[src/rtl/topk_uart_streamer_if.sv]
// topk_uart_streamer_if
//   Bundles the start/size request, the FIFO read port and the UART/status
//   outputs of topk_uart_streamer.
//   master : host side (drives send/k and the FIFO read data, observes line/status)
//   slave  : streamer side
//   send_in       start pulse            k_in          word count of the frame
//   fifo_data_in  FIFO read data         fifo_valid_in read data valid (1 cycle after deq)
//   fifo_empty_in FIFO empty flag        fifo_deq_out  one-cycle pop request
//   uart_txd_out  8N1 serial line        busy_out      frame in progress
//   done_out      end-of-frame pulse
interface topk_uart_streamer_if #(
  parameter int DATA_WIDTH = 32
);
  logic                  send_in;
  logic [15:0]           k_in;
  logic [DATA_WIDTH-1:0] fifo_data_in;
  logic                  fifo_valid_in;
  logic                  fifo_empty_in;
  logic                  fifo_deq_out;
  logic                  uart_txd_out;
  logic                  busy_out;
  logic                  done_out;

  modport master (
    output send_in, k_in, fifo_data_in, fifo_valid_in, fifo_empty_in,
    input  fifo_deq_out, uart_txd_out, busy_out, done_out
  );

  modport slave (
    input  send_in, k_in, fifo_data_in, fifo_valid_in, fifo_empty_in,
    output fifo_deq_out, uart_txd_out, busy_out, done_out
  );
endinterface

[src/rtl/topk_uart_streamer.sv]
// topk_uart_streamer
//   Pops K top-k result words from the result FIFO and sends them to the host
//   as one 8N1 UART frame: A5, K[7:0], K[15:8], K words LSB byte first, then
//   an XOR checksum over every byte except the A5 sync byte.
//   clk_in : system clock, rising edge
//   rst_in : asynchronous active-high reset; abandons any frame in flight
//   stream : slave modport of topk_uart_streamer_if (request, FIFO port, line, status)
module topk_uart_streamer #(
  parameter int CLKS_PER_BIT = 868,
  parameter int DATA_WIDTH   = 32
) (
  input logic                 clk_in,
  input logic                 rst_in,
  topk_uart_streamer_if.slave stream
);

  localparam int                CNT_W    = $clog2(CLKS_PER_BIT);
  localparam logic [CNT_W-1:0]  CNT_LAST = CNT_W'(CLKS_PER_BIT - 1);
  localparam logic [7:0]        SYNC     = 8'hA5;

  typedef enum logic [2:0] {
    S_IDLE, S_HDR, S_POP, S_WAIT, S_WORD, S_CSUM, S_DONE
  } state_t;

  state_t                state;
  logic [15:0]           k_lat;
  logic [15:0]           words;     // words still to be sent, including the current one
  logic [7:0]            csum;
  logic [DATA_WIDTH-1:0] word;
  logic [1:0]            hdr_idx;   // header byte currently on the line
  logic [1:0]            byte_idx;  // next word byte to load; wraps to 0 after byte 3

  // byte engine
  logic [8:0]            shift;     // remaining data bits then stop bit
  logic [3:0]            bit_cnt;   // 0 = start, 1..8 = data, 9 = stop
  logic [CNT_W-1:0]      clk_cnt;
  logic                  tx_busy;

  logic                  txd, busy, done, deq;

  logic                  bit_last, byte_end, pop_go;
  logic                  ld, ld_acc;
  logic [7:0]            ld_byte;
  logic [DATA_WIDTH-1:0] word_sh;

  assign bit_last = (clk_cnt == CNT_LAST);
  assign byte_end = tx_busy && bit_last && (bit_cnt == 4'd9);
  assign pop_go   = !stream.fifo_empty_in;
  assign word_sh  = word >> {byte_idx, 3'b000};

  // Which byte (if any) starts on this edge. Loading on the same edge the
  // previous stop bit ends keeps consecutive bytes gapless. ld_acc marks
  // bytes folded into the checksum (not the sync byte, not the checksum).
  always_comb begin
    ld      = 1'b0;
    ld_acc  = 1'b0;
    ld_byte = 8'h00;
    case (state)
      S_IDLE: if (stream.send_in) begin
        ld      = 1'b1;
        ld_byte = SYNC;
      end
      S_HDR: if (byte_end) begin
        if (hdr_idx == 2'd0) begin
          ld = 1'b1; ld_acc = 1'b1; ld_byte = k_lat[7:0];
        end else if (hdr_idx == 2'd1) begin
          ld = 1'b1; ld_acc = 1'b1; ld_byte = k_lat[15:8];
        end else if (k_lat == 16'd0) begin
          ld = 1'b1; ld_byte = csum;
        end
      end
      // first word byte goes straight from the FIFO data so the gap stays at
      // the deq cycle plus the valid cycle
      S_WAIT: if (stream.fifo_valid_in) begin
        ld = 1'b1; ld_acc = 1'b1; ld_byte = stream.fifo_data_in[7:0];
      end
      S_WORD: if (byte_end) begin
        if (byte_idx != 2'd0) begin
          ld = 1'b1; ld_acc = 1'b1; ld_byte = word_sh[7:0];
        end else if (words == 16'd1) begin
          ld = 1'b1; ld_byte = csum;
        end
      end
      default: ;
    endcase
  end

  always_ff @(posedge clk_in or posedge rst_in) begin
    if (rst_in) begin
      state    <= S_IDLE;
      k_lat    <= '0;
      words    <= '0;
      csum     <= '0;
      word     <= '0;
      hdr_idx  <= '0;
      byte_idx <= '0;
      shift    <= '1;
      bit_cnt  <= '0;
      clk_cnt  <= '0;
      tx_busy  <= 1'b0;
      txd      <= 1'b1;
      busy     <= 1'b0;
      done     <= 1'b0;
      deq      <= 1'b0;
    end else begin
      deq  <= 1'b0;
      done <= 1'b0;

      // byte engine: start bit on load, then shift out data and stop
      if (ld) begin
        txd     <= 1'b0;
        shift   <= {1'b1, ld_byte};
        bit_cnt <= '0;
        clk_cnt <= '0;
        tx_busy <= 1'b1;
        if (ld_acc) csum <= csum ^ ld_byte;
      end else if (byte_end) begin
        txd     <= 1'b1;
        tx_busy <= 1'b0;
      end else if (tx_busy) begin
        if (bit_last) begin
          clk_cnt <= '0;
          bit_cnt <= bit_cnt + 4'd1;
          txd     <= shift[0];
          shift   <= {1'b1, shift[8:1]};
        end else begin
          clk_cnt <= clk_cnt + 1'b1;
        end
      end

      case (state)
        S_IDLE: if (stream.send_in) begin
          k_lat   <= stream.k_in;
          words   <= stream.k_in;
          csum    <= '0;
          hdr_idx <= '0;
          busy    <= 1'b1;
          state   <= S_HDR;
        end
        S_HDR: if (byte_end) begin
          if (hdr_idx != 2'd2) begin
            hdr_idx <= hdr_idx + 2'd1;
          end else if (k_lat == 16'd0) begin
            state <= S_CSUM;
          end else if (pop_go) begin
            deq   <= 1'b1;
            state <= S_WAIT;
          end else begin
            state <= S_POP;
          end
        end
        S_POP: if (pop_go) begin
          deq   <= 1'b1;
          state <= S_WAIT;
        end
        S_WAIT: if (stream.fifo_valid_in) begin
          word     <= stream.fifo_data_in;
          byte_idx <= 2'd1;
          state    <= S_WORD;
        end
        S_WORD: if (byte_end) begin
          if (byte_idx != 2'd0) begin
            byte_idx <= byte_idx + 2'd1;
          end else begin
            words <= words - 16'd1;
            if (words == 16'd1) begin
              state <= S_CSUM;
            end else if (pop_go) begin
              deq   <= 1'b1;
              state <= S_WAIT;
            end else begin
              state <= S_POP;
            end
          end
        end
        S_CSUM: if (byte_end) begin
          busy  <= 1'b0;
          done  <= 1'b1;
          state <= S_DONE;
        end
        // one-cycle tail so a send_in alongside done_out is not taken
        S_DONE: state <= S_IDLE;
        default: state <= S_IDLE;
      endcase
    end
  end

  assign stream.uart_txd_out = txd;
  assign stream.busy_out     = busy;
  assign stream.done_out     = done;
  assign stream.fifo_deq_out = deq;

endmodule

[src/flat_wrapper.sv]
// flat-port wrapper written by rule: the top's interface ports become plain ports
module topk_uart_streamer_flat 
#(
  parameter int CLKS_PER_BIT = 868,
  parameter int DATA_WIDTH   = 32
)
  (clk_in, rst_in, stream_send_in, stream_k_in, stream_fifo_data_in, stream_fifo_valid_in, stream_fifo_empty_in, stream_fifo_deq_out, stream_uart_txd_out, stream_busy_out, stream_done_out);
  topk_uart_streamer_if #(.DATA_WIDTH(DATA_WIDTH)) stream_i ();
  input logic clk_in;
  input logic rst_in;
  input wire logic [$bits(stream_i.send_in)-1:0] stream_send_in;
  input wire logic [$bits(stream_i.k_in)-1:0] stream_k_in;
  input wire logic [$bits(stream_i.fifo_data_in)-1:0] stream_fifo_data_in;
  input wire logic [$bits(stream_i.fifo_valid_in)-1:0] stream_fifo_valid_in;
  input wire logic [$bits(stream_i.fifo_empty_in)-1:0] stream_fifo_empty_in;
  output wire logic [$bits(stream_i.fifo_deq_out)-1:0] stream_fifo_deq_out;
  output wire logic [$bits(stream_i.uart_txd_out)-1:0] stream_uart_txd_out;
  output wire logic [$bits(stream_i.busy_out)-1:0] stream_busy_out;
  output wire logic [$bits(stream_i.done_out)-1:0] stream_done_out;
  assign stream_i.send_in = stream_send_in;
  assign stream_i.k_in = stream_k_in;
  assign stream_i.fifo_data_in = stream_fifo_data_in;
  assign stream_i.fifo_valid_in = stream_fifo_valid_in;
  assign stream_i.fifo_empty_in = stream_fifo_empty_in;
  assign stream_fifo_deq_out = stream_i.fifo_deq_out;
  assign stream_uart_txd_out = stream_i.uart_txd_out;
  assign stream_busy_out = stream_i.busy_out;
  assign stream_done_out = stream_i.done_out;
  topk_uart_streamer #(.CLKS_PER_BIT(CLKS_PER_BIT), .DATA_WIDTH(DATA_WIDTH)) u_core (.clk_in(clk_in), .rst_in(rst_in), .stream(stream_i));
endmodule
[config.mk]
export PLATFORM = sky130hd
export DESIGN_NAME = topk_uart_streamer_flat
export DESIGN_NICKNAME = d
export VERILOG_FILES = /design/src/rtl/topk_uart_streamer_if.sv /design/src/rtl/topk_uart_streamer.sv /design/src/flat_wrapper.sv
export SDC_FILE = /design/constraint.sdc
export NUM_CORES = 1
export LEC_CHECK = 0
export BUFFER_PORTS_ARGS = -buffer_cell sky130_fd_sc_hd__buf_4
export CAP_MARGIN = 40
export CORE_AREA = 2 2 155 81
export CTS_CLUSTER_SIZE = 24
export DETAILED_ROUTE_END_ITERATION = 6
export DIE_AREA = 0 0 157 83
export GPL_TIMING_DRIVEN = 0
export PLACE_DENSITY = 0.67
export SYNTH_ARGS = -nofsm -noshare
export SYNTH_HDL_FRONTEND = slang
export SYNTH_SLANG_ARGS = --single-unit
[constraint.sdc]
create_clock -name clk_in -period 3.2 [get_ports clk_in]
set_input_delay 0.16 -clock clk_in [delete_from_list [all_inputs] [get_ports clk_in]]
set_output_delay 0.16 -clock clk_in [all_outputs]
set_load 0.02 [all_outputs]
==> metrics, run 1 <==
outcome=finished clean; final net count=788; DIE AREA=0.0130 mm2; IO Port Bufs=56; Mapped Cells=639; slowest library cell on the worst path=clkbuf_1; Congestion Overflow GR=0; syn avg cell area=9.03 um2; NetSw=0.612 mW; routability cong.=0.950; worst-margin pin slew=776 ps; wire per inst=18.5 um; io pins=57; Area contributors post-synth=dfrtp_1 (42%), nand2_1 (9.0%), a21oi_1 (4.5%); clock insertion delay at the later pin of the skew report=350 ps; most used cell, CP=clkbuf_1; CTS Sinks=106; initial antenna violation count=0; CTS HTree Levels=3; clock skew=7.98 ps; Primary FF master, synth=dfrtp_1; fin crit period=2940 ps; final hold vios=0; sequential fraction of the synthesis area=46.2%; Final Instance Area=0.00691 mm2; distinct cell type count after synthesis=62; Initial Utilization=49.8%; crit path from=u_core.byte_idx[1]$_DFFE_PP0P_; Diodes inserted=0; EDFF count, synth=0; final slew viol count=0; final setup fails=0; largest net degree at the start of global routing=67; Synth top area share=42.1%; RSZ-0062 raised after global routing=no; worst r2r src=u_core.byte_idx[1]$_DFFE_PP0P_; fin util=59.6%; sequential share of power=51.2%; Die H=83 um; Worst EP required=3410 ps; period utilization=91.7%; Pleak=3.20 nW; DRC=0; CTS clk-pin slew, worst paths=70 ps; total track usage=26.2%; CTS tree=yes; post-DR vias/cell=5.91; share of flip-flops with an asynchronous set or reset=100%; total power=2.68 mW; share of cells above drive strength 1=16.7%; Sw Share=22.8%; Yosys warning total=0; WS Path Type=flip-flop to flip-flop; drt total wl=16.6 mm; Chip Width=157 um; first-pass GRT wire length=26.3 mm; CTS Buf Count=9; flops & latches, synth=106; vias=5288; Max-cap violations=0; vias in the first global route=4914; CP arrival=3150 ps; Routed Antenna Nets=0; DP Wirelength=11.9 mm; CTS root buffer=clkbuf_16; Rel. slew slack=47.9%; core box area=0.0116 mm2; clock buffer depth=2; drt first pass iters=5; Post-Syn Area=0.00577 mm2; Cell Rows=28; dominant cell type by area after synthesis=dfrtp_1; placed cell areas=0.00644 mm2; Mapped Nets=701; P_int=2.07 mW; hold path start=stream_fifo_data_in[19]; worst-path cell chain=clkbuf_1 > inv_1 > ha_1 > nor4b_1 > clkbuf_1 > nand2_1 > o211ai_1 > o22ai_1 > xor2_1 > nor2_1; clock share of power=42.6%; Combinational Power Share=6.3%; Max IR drop VDD=0.288 mV; Pwr per Cell Area=388 mW/mm2; crit-path max FO=10; Min-Delay Path Class=input port to flip-flop; initial drt markers=482; Area Growth Syn to Fin=19.8%; crit end category=flip-flop; CP Launch Type=flip-flop; crit-path max cell delay=490 ps; Fmax=0.341 GHz
registers in the layout, indices dropped and copies added, names as in the netlist, 2 cells and up:
register and flops:
u_core.state 3, u_core.bit_cnt 4, u_core.byte_idx 2, u_core.words 16, u_core.csum 8, u_core.shift 8
u_core.clk_cnt 10, u_core.hdr_idx 2, u_core.word 32, u_core.k_lat 16
path summary, 6_finish.rpt:
check	slack [ps]	cells past startpoint	end
min in group asynchronous	420	3	u_core.stream.done_out$_DFF_PP0_
setup reg to reg	260	10	u_core.csum[6]$_DFF_PP0_
hold / removal	3	3	u_core.word[19]$_DFFE_PP0P_
hold reg to reg	480	2	u_core.word[18]$_DFFE_PP0P_
setup / recovery	260	10	u_core.csum[6]$_DFF_PP0_
max in group asynchronous	2060	4	u_core.shift[0]$_DFFE_PP1P_
cell usage in the layout, fill, tap and decap left out, types with 10 or more instances in the layout:
cell type,synthesis,layout
nand3b_1,11,11
mux2_2,16,16
nor4_1,10,10
dfrtp_1,97,97
buf_4,1,57
dlygate4sd3_1,0,18
inv_1,13,12
clkbuf_1,26,26
nand2_1,139,139
a21oi_1,52,52
o21ai_0,25,25
nand4_1,12,12
mux2i_1,10,10
nand3_1,12,12
nor2_1,54,54
a21o_1,10,10
nor3_1,19,19
xor2_1,12,12
logic make-up (layout without fill, tap and decap cells):
| kind of cell | Yosys count | count (layout) | synth area share (%) |
|---|---|---|---|
| compound gates | 137 | 137 | 15.0 |
| xor+xnor | 14 | 14 | 2.13 |
| fa+ha+maj | 9 | 9 | 1.95 |
| buf+inv | 50 | 141 | 3.56 |
| flops | 106 | 106 | 46.2 |
| mux | 34 | 34 | 7.98 |
| simple gates | 289 | 289 | 23.2 |
final cells by class:
| class | count | area, um2 |
|---|---|---|
| timing repair buffer | 77 | 642 |
| inverter | 13 | 51.3 |
| clock inverter | 4 | 51.3 |
| buffer | 36 | 154 |
| sequential | 106 | 2660 |
| fill | 990 | 4680 |
| multi-input combinational | 483 | 2900 |
| clock buffer | 11 | 243 |
| tap | 165 | 206 |
critical path, delay by kind of cell, from the launching register on:
family	cells	cell delay, ps
compound gates	2	300
buf+inv	3	1070
flops	1	330
simple gates	3	650
fa+ha+maj	1	290
xor+xnor	1	160
metrics by stage:
stage	setup WS (ps)	hold slack [ps]	instances	TNS, ps
global route	38.2	2.97	895	0
floorplan	266	223	639	0
finish	265	3.11	895	0
global placement	-1010	351	860	-96540
detailed placement	153	253	863	0
CTS	101	0.346	896	0
synth_stat cells, types with 7 or more instances:
cell      count
a21o_1       10
a21oi_1      52
a22oi_1       7
clkbuf_1     26
dfrtp_1      97
dfstp_2       9
ha_1          9
inv_1        13
mux2_2       16
mux2i_1      10
mux4_2        8
nand2_1     139
nand3_1      12
nand3b_1     11
nand4_1      12
nor2_1       54
nor3_1       19
nor4_1       10
o21ai_0      25
o22ai_1       8
xor2_1       12
power groups by stage:
stage / sequential [mW] / clock [mW] / combinational [mW]
floorplan: 1.39 / 0 / 0.0670
global placement: 1.40 / 0 / 0.142
detailed placement: 1.40 / 0 / 0.150
CTS: 1.37 / 1.16 / 0.168
global route: 1.37 / 1.21 / 0.185
finish: 1.37 / 1.14 / 0.168
metal layers:
layer	up-vias	GRT usage [%]	share of wire (%)
met1	2559	41.6	49
met3	20	7.15	10
met4	0	6.01	1.1
met5	-	0	0
met2	278	35.0	40
li1	2431	-	-
repair_timing:
item / in CTS / in global routing
setup endpoints to repair: 0 / 15
setup buffers: 0 / 0
endpoints found under the hold margin: 49 / 0
gates resized for setup: 0 / 2
hold buffers: 18 / 0
Note: power is estimated with default switching activity, not from simulation.
==> run 2, diff against run 1 <==
CORE_AREA = 2 2 111 113   (was 2 2 155 81)
DIE_AREA = 0 0 113 115   (was 0 0 157 83)
PLACE_DENSITY = 0.66   (was 0.67)
==> metrics, run 2 (synthesis gave the netlist of run 1 again) <==
clock insertion delay at the later pin of the skew report=350 ps (about the same); CP Launch Type=flip-flop (unchanged); post-DR vias/cell=5.82 (was 5.91); first-pass GRT wire length=25.0 mm (was 26.3 mm); drt first pass iters=5 (unchanged); WS Path Type=flip-flop to flip-flop (unchanged); Chip Width=113 um (was 157 um); fin crit period=2940 ps (about the same); Area Growth Syn to Fin=20.3% (was 19.8%); DRC=0 (unchanged); # fillers=1086 (was 990); R2R depth=6 (was 10); Fmax=0.340 GHz (was 0.341 GHz); Placed Cells=844 (was 863); most used cell, CP=clkbuf_1 (unchanged); hold slack=15.4 ps (was 3.11 ps); CTS root buffer=clkbuf_16 (unchanged); Diodes inserted=0 (unchanged); sum of buffers and inverters on the critical path=3 (unchanged); commonest non-fill, non-tap cell in the layout=nand2_1 (unchanged); Reg-to-Reg End=u_core.k_lat[6]$_DFFE_PP0P_ (was u_core.csum[6]$_DFF_PP0_); initial drt markers=419 (was 482); crit-path max cell delay=550 ps (was 490 ps); most frequent cells in the layout=nand2_1 (139), dfrtp_1 (97), buf_4 (57) (unchanged); CTS tree=yes (unchanged); Worst R2R Setup Slack=260 ps (about the same); outcome=finished clean (unchanged); CTS Buf Count=9 (unchanged); CTS clk-pin slew, worst paths=70 ps (about the same); drt total wl=14.9 mm (was 16.6 mm); crit-path max FO=10 (unchanged); period utilization=92.0% (was 91.7%); slowest library cell on the worst path=nor3b_1 (was clkbuf_1); wire per inst=16.9 um (was 18.5 um); final slew viol count=0 (unchanged); Pleak=3.22 nW (was 3.20 nW); DIE AREA=0.0130 mm2 (about the same); CP arrival=3160 ps (was 3150 ps); number of flip-flops in the largest register=32 (unchanged); crit path from=u_core.state[2]$_DFFE_PP0P_ (was u_core.byte_idx[1]$_DFFE_PP0P_); Cell Rows=40 (was 28); clock buffer depth=2 (unchanged); Congestion Overflow GR=0 (unchanged); IO Port Bufs=56 (unchanged); routability cong.=0.915 (was 0.950); CTS HTree Levels=3 (unchanged); Rel. slew slack=46.3% (was 47.9%); Regs by FF count=u_core.word (32), u_core.k_lat (16), u_core.words (16) (unchanged); Largest Register=u_core.word (unchanged); Die H=115 um (was 83 um); Post-CTS Setup Bufs=0 (unchanged); hold-critical path depth=3 (unchanged); Max IR drop VDD=0.350 mV (was 0.288 mV); RSZ-0062 raised after global routing=no (unchanged); final hold vios=0 (unchanged); largest net degree at the start of global routing=67 (unchanged); final net count=793 (was 788); Max-cap violations=0 (unchanged); share of cells above drive strength 1=16.6% (was 16.7%); Finished Layout Cells=883 (was 895); crit end category=flip-flop (unchanged); worst r2r src=u_core.state[2]$_DFFE_PP0P_ (was u_core.byte_idx[1]$_DFFE_PP0P_); total track usage=24.3% (was 26.2%); hold path start=stream_fifo_data_in[31] (was stream_fifo_data_in[19]); CTS Sinks=106 (unchanged); Hold Path End=u_core.word[31]$_DFFE_PP0P_ (was u_core.word[19]$_DFFE_PP0P_); vias=5143 (was 5288); vias in the first global route=4956 (was 4914); post-cts repair resize count=0 (unchanged); delay-heaviest family, CP=buffers and inverters (unchanged); Initial Utilization=48.8% (was 49.8%); Min-Delay Path Class=input port to flip-flop (unchanged); Worst EP required=3410 ps (about the same); worst-margin pin slew=798 ps (was 776 ps); final setup fails=0 (unchanged); clock skew=7.85 ps (was 7.98 ps); Routed Antenna Nets=0 (unchanged); worst-path cell chain=clkbuf_1 > or2_2 > nor3b_1 > clkbuf_1 > clkbuf_1 > o21ai_0 (was clkbuf_1 > inv_1 > ha_1 > nor4b_1 > clkbuf_1 > nand2_1 > o211ai_1 > o22ai_1 > xor2_1 > nor2_1); DP Wirelength=10.8 mm (was 11.9 mm); io pins=57 (unchanged); core box area=0.0118 mm2 (was 0.0116 mm2); Pwr per Cell Area=385 mW/mm2 (was 388 mW/mm2); initial antenna violation count=0 (unchanged)
==> run 2: worst register-to-register path: cells and delay by family, from the launching register on <==
family,cells,cell delay (ps)
buffers and inverters,3,1290
and+or+nand+nor,2,950
DFF,1,420
AOI/OAI and AO/OA,1,160
==> run 2: worst max-delay path by stage <==
stage / cells after the start / slack, ps / end
floorplan: 1 / 270 / u_core.bit_cnt[0]$_DFFE_PP0P_
global placement: 2 / -1030 / u_core.word[22]$_DFFE_PP0P_
detailed placement: 6 / 280 / u_core.k_lat[6]$_DFFE_PP0P_
CTS: 9 / 260 / u_core.shift[1]$_DFFE_PP1P_
global route: 6 / 110 / u_core.k_lat[6]$_DFFE_PP0P_
finish: 6 / 260 / u_core.k_lat[6]$_DFFE_PP0P_
==> run 2: cell type report <==
cell class / count / area, um2 / share of cell area [%]
Tap cell: 147 / 184 / 2.65
Clock inverter: 7 / 73.8 / 1.06
Sequential cell: 106 / 2660 / 38.4
Inverter: 13 / 51.3 / 0.739
Timing Repair Buffer: 82 / 692 / 9.97
Multi-Input combinational cell: 483 / 2900 / 41.8
Buffer: 36 / 153 / 2.20
Clock buffer: 9 / 225 / 3.24
==> run 2: per-stage QoR <==
stage	TNS, ps	power [mW]	utilization, %	setup WS (ps)	instance area [um2]
after detailed placement	0	1.55	54.2	276	6410
after global placement	-99180	1.54	54.0	-1030	6370
after global routing	0	2.79	58.8	113	6940
final	0	2.67	58.8	256	6940
after floorplan	0	1.46	-	266	5770
after CTS	0	2.70	58.8	262	6950
==> run 2: where the power goes <==
| group | internal [mW] | total [mW] | switching, mW |
|---|---|---|---|
| sequential | 1.35 | 1.37 | 0.0162 |
| combinational | 0.0930 | 0.173 | 0.0801 |
| clock | 0.613 | 1.13 | 0.514 |
==> run 2: layer usage <==
layer	vias to the layer above	GRT usage (%)	part of all wire (%)
met5	-	0	0
met4	0	8.37	2.3
met3	24	5.43	5.9
met2	174	38.9	47
met1	2500	33.0	44
li1	2445	-	-
==> run 2: what timing repair did <==
action | in CTS | in global routing
hold buffers | 24 | 0
endpoints found under the hold margin | 63 | 0
endpoints found under the setup margin | 0 | 8
==> run 3, diff against run 2 <==
MAX_ROUTING_LAYER = met4   (was not set)
==> metrics, run 3 (synthesis gave the netlist of run 1 again) <==
vias in the first global route=4966 (was 4956); crit-path max cell delay=530 ps (was 550 ps); Regs by FF count=u_core.word (32), u_core.k_lat (16), u_core.words (16) (unchanged); Max-cap violations=0 (unchanged); Final Instance Area=0.00692 mm2 (was 0.00694 mm2); placed cell areas=0.00641 mm2 (unchanged); most used cell, CP=clkbuf_1 (unchanged); Chip Width=113 um (unchanged); slowest library cell on the worst path=clkbuf_1 (was nor3b_1); DRC=0 (unchanged); Diodes inserted=0 (unchanged); clock skew=8.65 ps (was 7.85 ps); CTS Buf Count=9 (unchanged); Placed Cells=844 (unchanged); Cell Rows=40 (unchanged); final setup fails=0 (unchanged); IO Port Bufs=56 (unchanged); commonest non-fill, non-tap cell in the layout=nand2_1 (unchanged); clock buffer depth=2 (unchanged); initial antenna violation count=0 (unchanged); Area Growth Syn to Fin=19.9% (was 20.3%); drt total wl=14.7 mm (was 14.9 mm); fin util=58.6% (was 58.8%); Largest Register=u_core.word (unchanged); routability cong.=0.943 (was 0.915); DP Wirelength=10.7 mm (was 10.8 mm); outcome=finished clean (unchanged); number of flip-flops in the largest register=32 (unchanged); CTS clk-pin slew, worst paths=70 ps (about the same); post-DR vias/cell=5.82 (about the same); Die H=115 um (unchanged); crit end category=flip-flop (unchanged); Max IR drop VDD=0.357 mV (was 0.350 mV); CP arrival=3120 ps (was 3160 ps); share of cells above drive strength 1=16.7% (was 16.6%); initial drt markers=348 (was 419); sum of buffers and inverters on the critical path=3 (unchanged); Finished Layout Cells=879 (was 883); largest net degree at the start of global routing=59 (was 67); Initial Utilization=48.8% (unchanged); Worst EP required=3410 ps (about the same); CP Launch Type=flip-flop (unchanged); CTS HTree Levels=3 (unchanged); crit-path max FO=10 (unchanged); Pleak=3.20 nW (was 3.22 nW); WS Path Type=flip-flop to flip-flop (unchanged); Min-Delay Path Class=input port to flip-flop (unchanged); RSZ-0062 raised after global routing=no (unchanged); io pins=57 (unchanged); final net count=789 (was 793); clock insertion delay at the later pin of the skew report=360 ps (was 350 ps); CTS root buffer=clkbuf_16 (unchanged); period utilization=90.9% (was 92.0%); most frequent cells in the layout=nand2_1 (139), dfrtp_1 (97), buf_4 (57) (unchanged); wire per inst=16.7 um (was 16.9 um); Congestion Overflow GR=0 (unchanged); DIE AREA=0.0130 mm2 (unchanged); worst-margin pin slew=843 ps (was 798 ps); Pwr per Cell Area=390 mW/mm2 (was 385 mW/mm2); CTS tree=yes (unchanged); final hold vios=0 (unchanged); fin crit period=2910 ps (was 2940 ps); total power=2.70 mW (was 2.67 mW); first-pass GRT wire length=24.9 mm (was 25.0 mm); delay-heaviest family, CP=buffers and inverters (unchanged); CTS Sinks=106 (unchanged); vias=5118 (was 5143); total track usage=25.0% (was 24.3%); drt first pass iters=5 (unchanged); core box area=0.0118 mm2 (unchanged); final slew viol count=0 (unchanged); # fillers=1074 (was 1086); Routed Antenna Nets=0 (unchanged); worst-path cell chain=clkbuf_1 > or2_2 > nor3b_1 > clkbuf_1 > clkbuf_1 > o21ai_0 (unchanged); Rel. slew slack=43.3% (was 46.3%); Fmax=0.344 GHz (was 0.340 GHz)
run 3: final timing paths:
kind,from,endpoint,slack [ps],depth (start not counted)
worst max-delay path,u_core.state[2]$_DFFE_PP0P_,u_core.k_lat[6]$_DFFE_PP0P_,290,6
worst min register to register,u_core.word[8]$_DFFE_PP0P_,u_core.word[8]$_DFFE_PP0P_,480,2
worst max register to register,u_core.state[2]$_DFFE_PP0P_,u_core.k_lat[6]$_DFFE_PP0P_,290,6
worst min-delay path,stream_fifo_data_in[21],u_core.word[21]$_DFFE_PP0P_,9,3
max in group asynchronous,rst_in,u_core.shift[4]$_DFFE_PP1P_,2000,4
min in group asynchronous,rst_in,u_core.stream.done_out$_DFF_PP0_,460,3
run 3: metal layers:
| metal | global-route usage, % | part of all wire, % | vias up |
|---|---|---|---|
| met5 | - | 0 | - |
| met4 | 7.48 | 2.3 | 0 |
| met3 | 5.43 | 5.3 | 22 |
| met2 | 38.2 | 47 | 177 |
| met1 | 33.9 | 46 | 2485 |
| li1 | - | - | 2434 |
run 3: per-stage QoR:
step	setup slack (ps)	hold slack, ps	setup TNS, ps
final	290	9.27	0
after global routing	140	7.17	0
after CTS	292	1.03	0
after detailed placement	315	304	0
after global placement	-1030	350	-99340
after floorplan	266	223	0
run 3: power by group:
group	switching, mW	total [mW]	internal (mW)
Combinational	0.0786	0.168	0.0897
Clock	0.521	1.16	0.638
Sequential	0.0159	1.37	1.35
run 3: worst reg2reg max path: cells and delay by family, from the launching register on:
kind / cells / cell delay (ps)
buf+inv: 3 / 1280
simple gates: 2 / 910
flops: 1 / 420
compound gates: 1 / 170
run 3: area by class of cell:
| class | instances | area, um2 | area share [%] |
|---|---|---|---|
| multi-input combinational | 483 | 2900 | 41.9 |
| clock buffer | 10 | 239 | 3.46 |
| clock inverter | 6 | 73.8 | 1.07 |
| inverter | 13 | 51.3 | 0.742 |
| tap | 147 | 184 | 2.66 |
| timing repair buffer | 78 | 652 | 9.42 |
| sequential | 106 | 2660 | 38.5 |
| buffer | 36 | 153 | 2.21 |
run 3: repair_timing:
action,4_1_cts,5_1_grt
hold buffers,20,0
setup endpoints to repair,0,4
resized for setup,0,0
endpoints found under the hold margin,67,0
buffers inserted,0,0
